--- src/rtl/mem_access_unit.sv ---
// mem_access_unit: memory-access stage between EX and WB.
// Loads and stores run as byte-serial transactions on an 8-bit req/ack
// port. The pipeline is held with stallreq until the access completes.
// Optional feature macro: MEM_ALIGN_CHECK_EN. When it is defined, a
// misaligned access is rejected without bus traffic and flagged on misalign.
// Opcode encodings follow defines.v (AluOpBus is 8 bits wide).
module mem_access_unit #(
   parameter int ADDR_W = 32
) (
   input  logic              clk,
   input  logic              rst,
   input  logic              valid_i,
   input  logic [7:0]        aluop_i,
   input  logic [31:0]       mem_addr_i,
   input  logic [31:0]       store_data_i,
   input  logic [4:0]        reg_waddr_i,
   input  logic              we_i,
   input  logic [31:0]       reg_wdata_i,
   output logic [4:0]        reg_waddr_o,
   output logic              we_o,
   output logic [31:0]       reg_wdata_o,
   output logic              stallreq,
   output logic              misalign,
   output logic              bus_req,
   output logic              bus_we,
   output logic [ADDR_W-1:0] bus_addr,
   output logic [7:0]        bus_wdata,
   input  logic [7:0]        bus_rdata,
   input  logic              bus_ack
);

   localparam logic [7:0] EXE_LB_OP  = 8'b1110_0000;
   localparam logic [7:0] EXE_LH_OP  = 8'b1110_0001;
   localparam logic [7:0] EXE_LW_OP  = 8'b1110_0011;
   localparam logic [7:0] EXE_LBU_OP = 8'b1110_0100;
   localparam logic [7:0] EXE_LHU_OP = 8'b1110_0101;
   localparam logic [7:0] EXE_SB_OP  = 8'b1110_1000;
   localparam logic [7:0] EXE_SH_OP  = 8'b1110_1001;
   localparam logic [7:0] EXE_SW_OP  = 8'b1110_1011;

   typedef enum logic [1:0] {
      S_IDLE,
      S_XFER,
      S_DONE
   } state_t;

   function automatic logic is_load(input logic [7:0] op);
      return (op == EXE_LB_OP) || (op == EXE_LH_OP) || (op == EXE_LW_OP) ||
             (op == EXE_LBU_OP) || (op == EXE_LHU_OP);
   endfunction

   function automatic logic is_store(input logic [7:0] op);
      return (op == EXE_SB_OP) || (op == EXE_SH_OP) || (op == EXE_SW_OP);
   endfunction

   // Index of the last byte of the access (size minus one).
   function automatic logic [1:0] last_idx(input logic [7:0] op);
      logic [1:0] r;
      case (op)
         EXE_LH_OP, EXE_LHU_OP, EXE_SH_OP: r = 2'd1;
         EXE_LW_OP, EXE_SW_OP:             r = 2'd3;
         default:                          r = 2'd0;
      endcase
      return r;
   endfunction

`ifdef MEM_ALIGN_CHECK_EN
   function automatic logic is_misaligned(input logic [7:0] op, input logic [1:0] a);
      logic r;
      case (op)
         EXE_LH_OP, EXE_LHU_OP, EXE_SH_OP: r = a[0];
         EXE_LW_OP, EXE_SW_OP:             r = (a != 2'b00);
         default:                          r = 1'b0;
      endcase
      return r;
   endfunction
`endif

   state_t              state_reg, state_next;
   logic [7:0]          op_reg, op_next;
   logic [ADDR_W-1:0]   base_reg, base_next;
   logic [31:0]         sdata_reg, sdata_next;
   logic [4:0]          waddr_reg, waddr_next;
   logic                we_reg, we_next;
   logic [1:0]          idx_reg, idx_next;
   logic [31:0]         buf_reg, buf_next;
   logic                mis_reg, mis_next;
   logic [31:0]         load_ext;

   // Sign/zero extension of the assembled load buffer.
   always_comb begin
      load_ext = buf_reg;
      case (op_reg)
         EXE_LB_OP:  load_ext = {{24{buf_reg[7]}}, buf_reg[7:0]};
         EXE_LBU_OP: load_ext = {24'd0, buf_reg[7:0]};
         EXE_LH_OP:  load_ext = {{16{buf_reg[15]}}, buf_reg[15:0]};
         EXE_LHU_OP: load_ext = {16'd0, buf_reg[15:0]};
         default:    load_ext = buf_reg;
      endcase
   end

   // State and captured-operand registers.
   always_ff @(posedge clk) begin
      if (rst) begin
         state_reg <= S_IDLE;
         op_reg    <= '0;
         base_reg  <= '0;
         sdata_reg <= '0;
         waddr_reg <= '0;
         we_reg    <= 1'b0;
         idx_reg   <= '0;
         buf_reg   <= '0;
         mis_reg   <= 1'b0;
      end else begin
         state_reg <= state_next;
         op_reg    <= op_next;
         base_reg  <= base_next;
         sdata_reg <= sdata_next;
         waddr_reg <= waddr_next;
         we_reg    <= we_next;
         idx_reg   <= idx_next;
         buf_reg   <= buf_next;
         mis_reg   <= mis_next;
      end
   end

   // Next-state logic and all outputs; reset forces every output low.
   always_comb begin
      state_next  = state_reg;
      op_next     = op_reg;
      base_next   = base_reg;
      sdata_next  = sdata_reg;
      waddr_next  = waddr_reg;
      we_next     = we_reg;
      idx_next    = idx_reg;
      buf_next    = buf_reg;
      mis_next    = mis_reg;
      reg_waddr_o = reg_waddr_i;
      we_o        = we_i;
      reg_wdata_o = reg_wdata_i;
      stallreq    = 1'b0;
      misalign    = 1'b0;
      bus_req     = 1'b0;
      bus_we      = 1'b0;
      bus_addr    = '0;
      bus_wdata   = '0;

      case (state_reg)
         S_IDLE: begin
            if (valid_i && (is_load(aluop_i) || is_store(aluop_i))) begin
               stallreq   = 1'b1;
               we_o       = 1'b0;
               op_next    = aluop_i;
               base_next  = ADDR_W'(mem_addr_i);
               sdata_next = store_data_i;
               waddr_next = reg_waddr_i;
               we_next    = we_i;
               idx_next   = '0;
               buf_next   = '0;
               mis_next   = 1'b0;
               state_next = S_XFER;
`ifdef MEM_ALIGN_CHECK_EN
               if (is_misaligned(aluop_i, mem_addr_i[1:0])) begin
                  mis_next   = 1'b1;
                  state_next = S_DONE;
               end
`endif
            end
         end

         S_XFER: begin
            stallreq    = 1'b1;
            we_o        = 1'b0;
            reg_waddr_o = waddr_reg;
            reg_wdata_o = '0;
            bus_req     = 1'b1;
            bus_we      = is_store(op_reg);
            bus_addr    = base_reg + ADDR_W'(idx_reg);
            bus_wdata   = sdata_reg[8*idx_reg +: 8];
            if (bus_ack) begin
               if (is_load(op_reg))
                  buf_next[8*idx_reg +: 8] = bus_rdata;
               if (idx_reg == last_idx(op_reg))
                  state_next = S_DONE;
               else
                  idx_next = idx_reg + 2'd1;
            end
         end

         S_DONE: begin
            reg_waddr_o = waddr_reg;
            if (is_load(op_reg) && !mis_reg) begin
               we_o        = we_reg;
               reg_wdata_o = load_ext;
            end else begin
               we_o        = 1'b0;
               reg_wdata_o = '0;
            end
`ifdef MEM_ALIGN_CHECK_EN
            misalign = mis_reg;
`endif
            state_next = S_IDLE;
         end

         default: state_next = S_IDLE;
      endcase

      if (rst) begin
         reg_waddr_o = '0;
         we_o        = 1'b0;
         reg_wdata_o = '0;
         stallreq    = 1'b0;
         misalign    = 1'b0;
         bus_req     = 1'b0;
         bus_we      = 1'b0;
         bus_addr    = '0;
         bus_wdata   = '0;
      end
   end

endmodule

--- config.mk ---
export PLATFORM = sky130hd
export DESIGN_NAME = mem_access_unit
export DESIGN_NICKNAME = d
export VERILOG_FILES = /design/src/rtl/mem_access_unit.sv
export SDC_FILE = /design/constraint.sdc
export NUM_CORES = 1
export LEC_CHECK = 0
export CAP_MARGIN = 20
export CORE_MARGIN = 2
export CORE_UTILIZATION = 30
export CTS_CLUSTER_DIAMETER = 200
export DETAILED_ROUTE_END_ITERATION = 10
export SLEW_MARGIN = 20
export SYNTH_ARGS = -nofsm -noshare
export SYNTH_HDL_FRONTEND = slang
export SYNTH_SLANG_ARGS = --single-unit
--- constraint.sdc ---
create_clock -name clk -period 5.5 [get_ports clk]
set_input_delay 1.375 -clock clk [delete_from_list [all_inputs] [get_ports clk]]
set_output_delay 1.375 -clock clk [all_outputs]
set_load 0.03 [all_outputs]
* Yosys cells after proc, flatten, opt, wreduce, memory -nomap -nowiden
Cells that the tools add are included.
Word-level totals: output and inout port bits 82, flip-flop bits (word level) 114, bits of input ports 122
Operators by class: multiplexer cells 37, shift operators 3, equal/unequal tests 24, add/subtract/negate cells 3, reduce and logical (&&, ||, !) cells 23
Operators by type and width (count):
- 32-bit 2-to-1 mux | 7
- 8-bit == test, second input constant | 16
- 32-bit one-hot mux with 2 select lines | 2
- 32-bit one-hot mux with 4 select lines | 1
- 5-bit negation with 34-bit output | 1
- 8-bit by 34-bit variable shift with 32-bit output, first input constant | 1
- 8-bit by 34-bit indexed part select with 32-bit output | 1
- 32-bit by 2-bit adder with 32-bit output | 1
- 32-bit bitwise mux | 1
- 32-bit by 6-bit indexed part select with 8-bit output | 1
- 2-bit 2-to-1 mux | 8
- 8-bit 2-to-1 mux | 2
- 1-bit logical OR | 13
- 2-bit one-hot mux with 2 select lines | 3
- 5-bit 2-to-1 mux | 2
- 2-bit inequality test, second input constant | 5
- 1-bit 2-to-1 mux | 9
- 4-bit AND reduction | 2
- 2-bit OR reduction | 2
- 1-bit one-hot mux with 3 select lines | 1
- 3-bit AND reduction | 1
- 3-bit OR reduction | 1
- 2-bit by 1-bit adder with 2-bit output, second input constant | 1
- 2-bit by 1-bit == test with 1-bit output, second input constant | 1
- 7 further kinds | 7

* Longest topological paths before layout
depth after elaboration 10, gate-level depth with buffers 8, gate-level depth less buffers 8

* Worst setup path after synthesis
Ideal clock, no wire load.
kind input to output, start in aluop_i[0], end out stallreq, setup slack 1364 ps, stages 7, arrival time 2761 ps, cells stage by stage inv_1 -> o21ai_1 -> nand3_1 -> nor2_2 -> clkbuf_1 -> nor2_1 -> nor2_1
On the way: cells in the longest elaborated chain, start to end 10
Ends and longest elaborated chain:
- from (decl) | RTL line 13 | input logic [7:0] aluop_i,
- 8-bit == test | RTL line 48 | return (op == EXE_LB_OP) || (op == EXE_LH_OP) || (op == EXE_LW_OP) ||
- 1-bit logical OR (3 in series) | RTL line 48
- 1-bit logical OR | RTL line 49 | (op == EXE_LBU_OP) || (op == EXE_LHU_OP);
- 1-bit logical OR (*) | RTL line 150 | if (valid_i && (is_load(aluop_i) || is_store(aluop_i))) begin
- 1-bit logical AND (*) | RTL line 150
- 1-bit 2-to-1 mux (*) | RTL line 150
- 1-bit one-hot mux with 2 select lines (*) | RTL line 148 | case (state_reg)
- 1-bit 2-to-1 mux (*) | RTL line 208 | if (rst) begin
- to (decl) | RTL line 22 | output logic stallreq,
Every way passes the cells marked *; elsewhere a longest branch is shown, timed or not.

* Worst setup path in the final report
start in aluop_i[0], end out we_o
On the way: cells in the longest elaborated chain, start to end 10
Ends and longest elaborated chain:
- 8-bit == test | RTL line 48
- 1-bit logical OR (3 in series) | RTL line 48
- 1-bit logical OR | RTL line 49
- 1-bit logical OR (*) | RTL line 150
- 1-bit logical AND (*) | RTL line 150
- 1-bit 2-to-1 mux (*) | RTL line 150
- 1-bit one-hot mux with 3 select lines (*) | RTL line 148
- 1-bit 2-to-1 mux (*) | RTL line 208
- to (decl) | RTL line 20 | output logic we_o,
Marked as above.

==> impl_metrics.ini <==
[worst_hold_path]
hp-class = reg -> reg
holdPathStages = 2

[sta]
setup_viol = 0
skew_ns = 0.008724
clock.fmax_mhz = 204.8
slew_viol_final = 0
post-route-min-period_ns = 4.883
rsz0062_at_grt = no
period_share_pct = 88.78
worst_pin_slew_ns = 0.8160
hold_viol = 0
maxSlewHeadroom_pct = 45.60
finalSetupTns_ns = 0
setup_ws_ns = 0.6169
hold-worst-slack_ns = 0.4509

[pwr]
peakVddDrop_mv = 0.2041
switching_share_pct = 24.00
power.internal_mw = 1.631
pwr-share-clk_pct = 49.3
p_per_area_nw_per_um2 = 243.8
power.total_mw = 2.146
pwr-share-comb_pct = 11.8
p_leak_nw = 2.953
seqPwrFrac_pct = 38.9
power.switching_mw = 0.5151

[cts]
clock_latency_ns = 0.41
h-tree-depth = 4
clk_pin_slew_ns = 0.05
cts-buffers-inserted = 17
cts_setup_buffers = 0
cts_sinks = 114
clock_path_buffers = 2
cts_resized = 0
cts_hold_buf = 0
cts_root_buf = clkbuf_16
cts_tree = built

[critical_path]
rr_worst_depth = 6
crit_fanout = 9
setup.worst_path.class = in -> out
start_kind = primary input
crit_required_ns = 4.12
arrival_ns = 3.51
end_kind = output port

[floorplanning]
initial_utilization_pct = 30.74
die_y_um = 145.5
fp-row-count = 51
pin_count = 204
core_um2 = 19530
chipWidth_um = 145.5
die-area_um2 = 21160

[yosys]
syn-cell-area_um2 = 6003
synth_top_area_cell = dfxtp_1
synth_seq_cells = 114
synth.avg_cell_area_um2 = 7.485
synth_cell_types = 55
synthArstFlopShare_pct = 0
synth_warnings = 0
synth_top_area_share_pct = 38.02
synth_edf_count = 0
synthCells = 802
yosysSeqAreaShare_pct = 38.02
ys.flop_type = dfxtp_1
syn_nets = 935
synth_area_leaders = dfxtp_1 (38%), nand2_1 (13%), a21oi_1 (10%)

[routing]
vias = 5983
dr.pass1.iters = 4
drc = 0
wl_per_cell_um = 14.79
drt_iter0_drc = 255
routed_wl_mm = 18.68
ant_nets = 0
vias_per_cell = 4.737

[placed_design]
dpl.hpwl_mm = 12.99
portBuffers = 202
dp_slack_ns = 0.5794
gp_congestion = 0.8120

[grt]
first_global_vias = 5704
grt_overflow = 0
globalRouteTotalUtil_pct = 17.55
grt_max_degree = 78
antenna_found_initial = 0
grt_first_pass_wirelength_mm = 29.86

[layout]
final_common_cell = nand2_1
area_growth_syn_to_layout_pct = 46.60
drive_gt1_share_pct = 7.214
nNetsFinal = 1118
final_cell_mix = nand2_1 (203), clkdlybuf4s50_1 (199), a21oi_1 (121), dfxtp_1 (114), nor2_1 (68)
diodes = 0

[outcome]
outcome = finished, final reports clean

[run]
maxCapViolCount = 0
cell usage after synthesis (2+ instances only):
cell      count
nand4_1       7
o21ai_0      38
a21boi_1      3
nor2_1       68
mux2i_1       7
a21oi_1     121
and2_1       14
a22o_1        8
ha_1         10
nor3_4        2
and4_1        2
nor3_2        4
nand2_1     203
clkbuf_2      2
a211oi_4      2
mux4_2        8
nand3b_1      3
nand2b_1      9
inv_1        14
dfxtp_1     114
and3_1        6
buf_4         2
o21ai_1       2
nor3b_1       2
clkbuf_1     37
xor2_1       17
xnor2_1      11
buf_2         6
nand3_1      48
or3_1         5
buf_1         3
metal layers:
| layer | global-route usage, % | up-vias | routed length (um) |
|---|---|---|---|
| met5 | 0 | - | 0 |
| met4 | 5.931 | 0 | 262 |
| met3 | 5.705 | 16 | 1397 |
| met2 | 29.76 | 193 | 8863 |
| met1 | 20.95 | 2696 | 8160 |
| li1 | - | 3078 | - |
critical path, cell delays in order:
cell and delay [ns]:
clkdlybuf4s50_1 0.49, inv_1 0.04, o21ai_1 0.40, a31oi_4 0.26
o21ai_0 0.20, a21oi_1 0.10, clkdlybuf4s50_1 0.64
metrics by stage:
step | cell area, um^2 | util, % | instances
floorplan | 6003 | - | 802
global route | 8801 | 45.07 | 1263
detailed placement | 8239 | 42.20 | 1231
CTS | 8801 | 45.07 | 1263
finish | 8801 | 45.07 | 1263
global placement | 8239 | 42.20 | 1231
logic make-up (layout without fill, tap and decap cells):
logic type,after synthesis,count (layout),share of synthesized area [%]
XOR/XNOR,28,28,4.085
adder cells (fa/ha/maj),11,11,2.418
AND/OR/NAND/NOR,385,385,29.66
other,1,1,0.06247
multiplexers,16,16,4.356
flip-flops,114,114,38.02
buffers and inverters,64,260,4.293
AO/OA/AOI/OAI,183,183,17.11
power groups by stage:
stage	logic, mW	clock network, mW	registers (mW)
after global placement	0.252	0	0.853
after CTS	0.254	1.08	0.835
final	0.252	1.06	0.835
after global routing	0.271	1.12	0.835
after floorplan	0.109	0	0.852
after detailed placement	0.253	0	0.853
layout make-up:
class / count / area (um^2)
Clock buffer: 20 / 446.7
Clock inverter: 12 / 115.1
Fill cell: 2004 / 10730
Inverter: 14 / 52.55
Multi-Input combinational cell: 624 / 3468
Sequential cell: 114 / 2282
Tap cell: 265 / 331.6
Timing Repair Buffer: 214 / 2105
path summary, 6_finish.rpt:
path	startpoint	to	slack, ns
worst max register to register	state_reg[1]	buf_reg[17]	3.07
worst min register to register	buf_reg[4]	buf_reg[4]	0.45
worst max-delay path	aluop_i[0]	we_o	0.62
worst min-delay path	buf_reg[4]	buf_reg[4]	0.45
(Power assumes the default switching activity.)
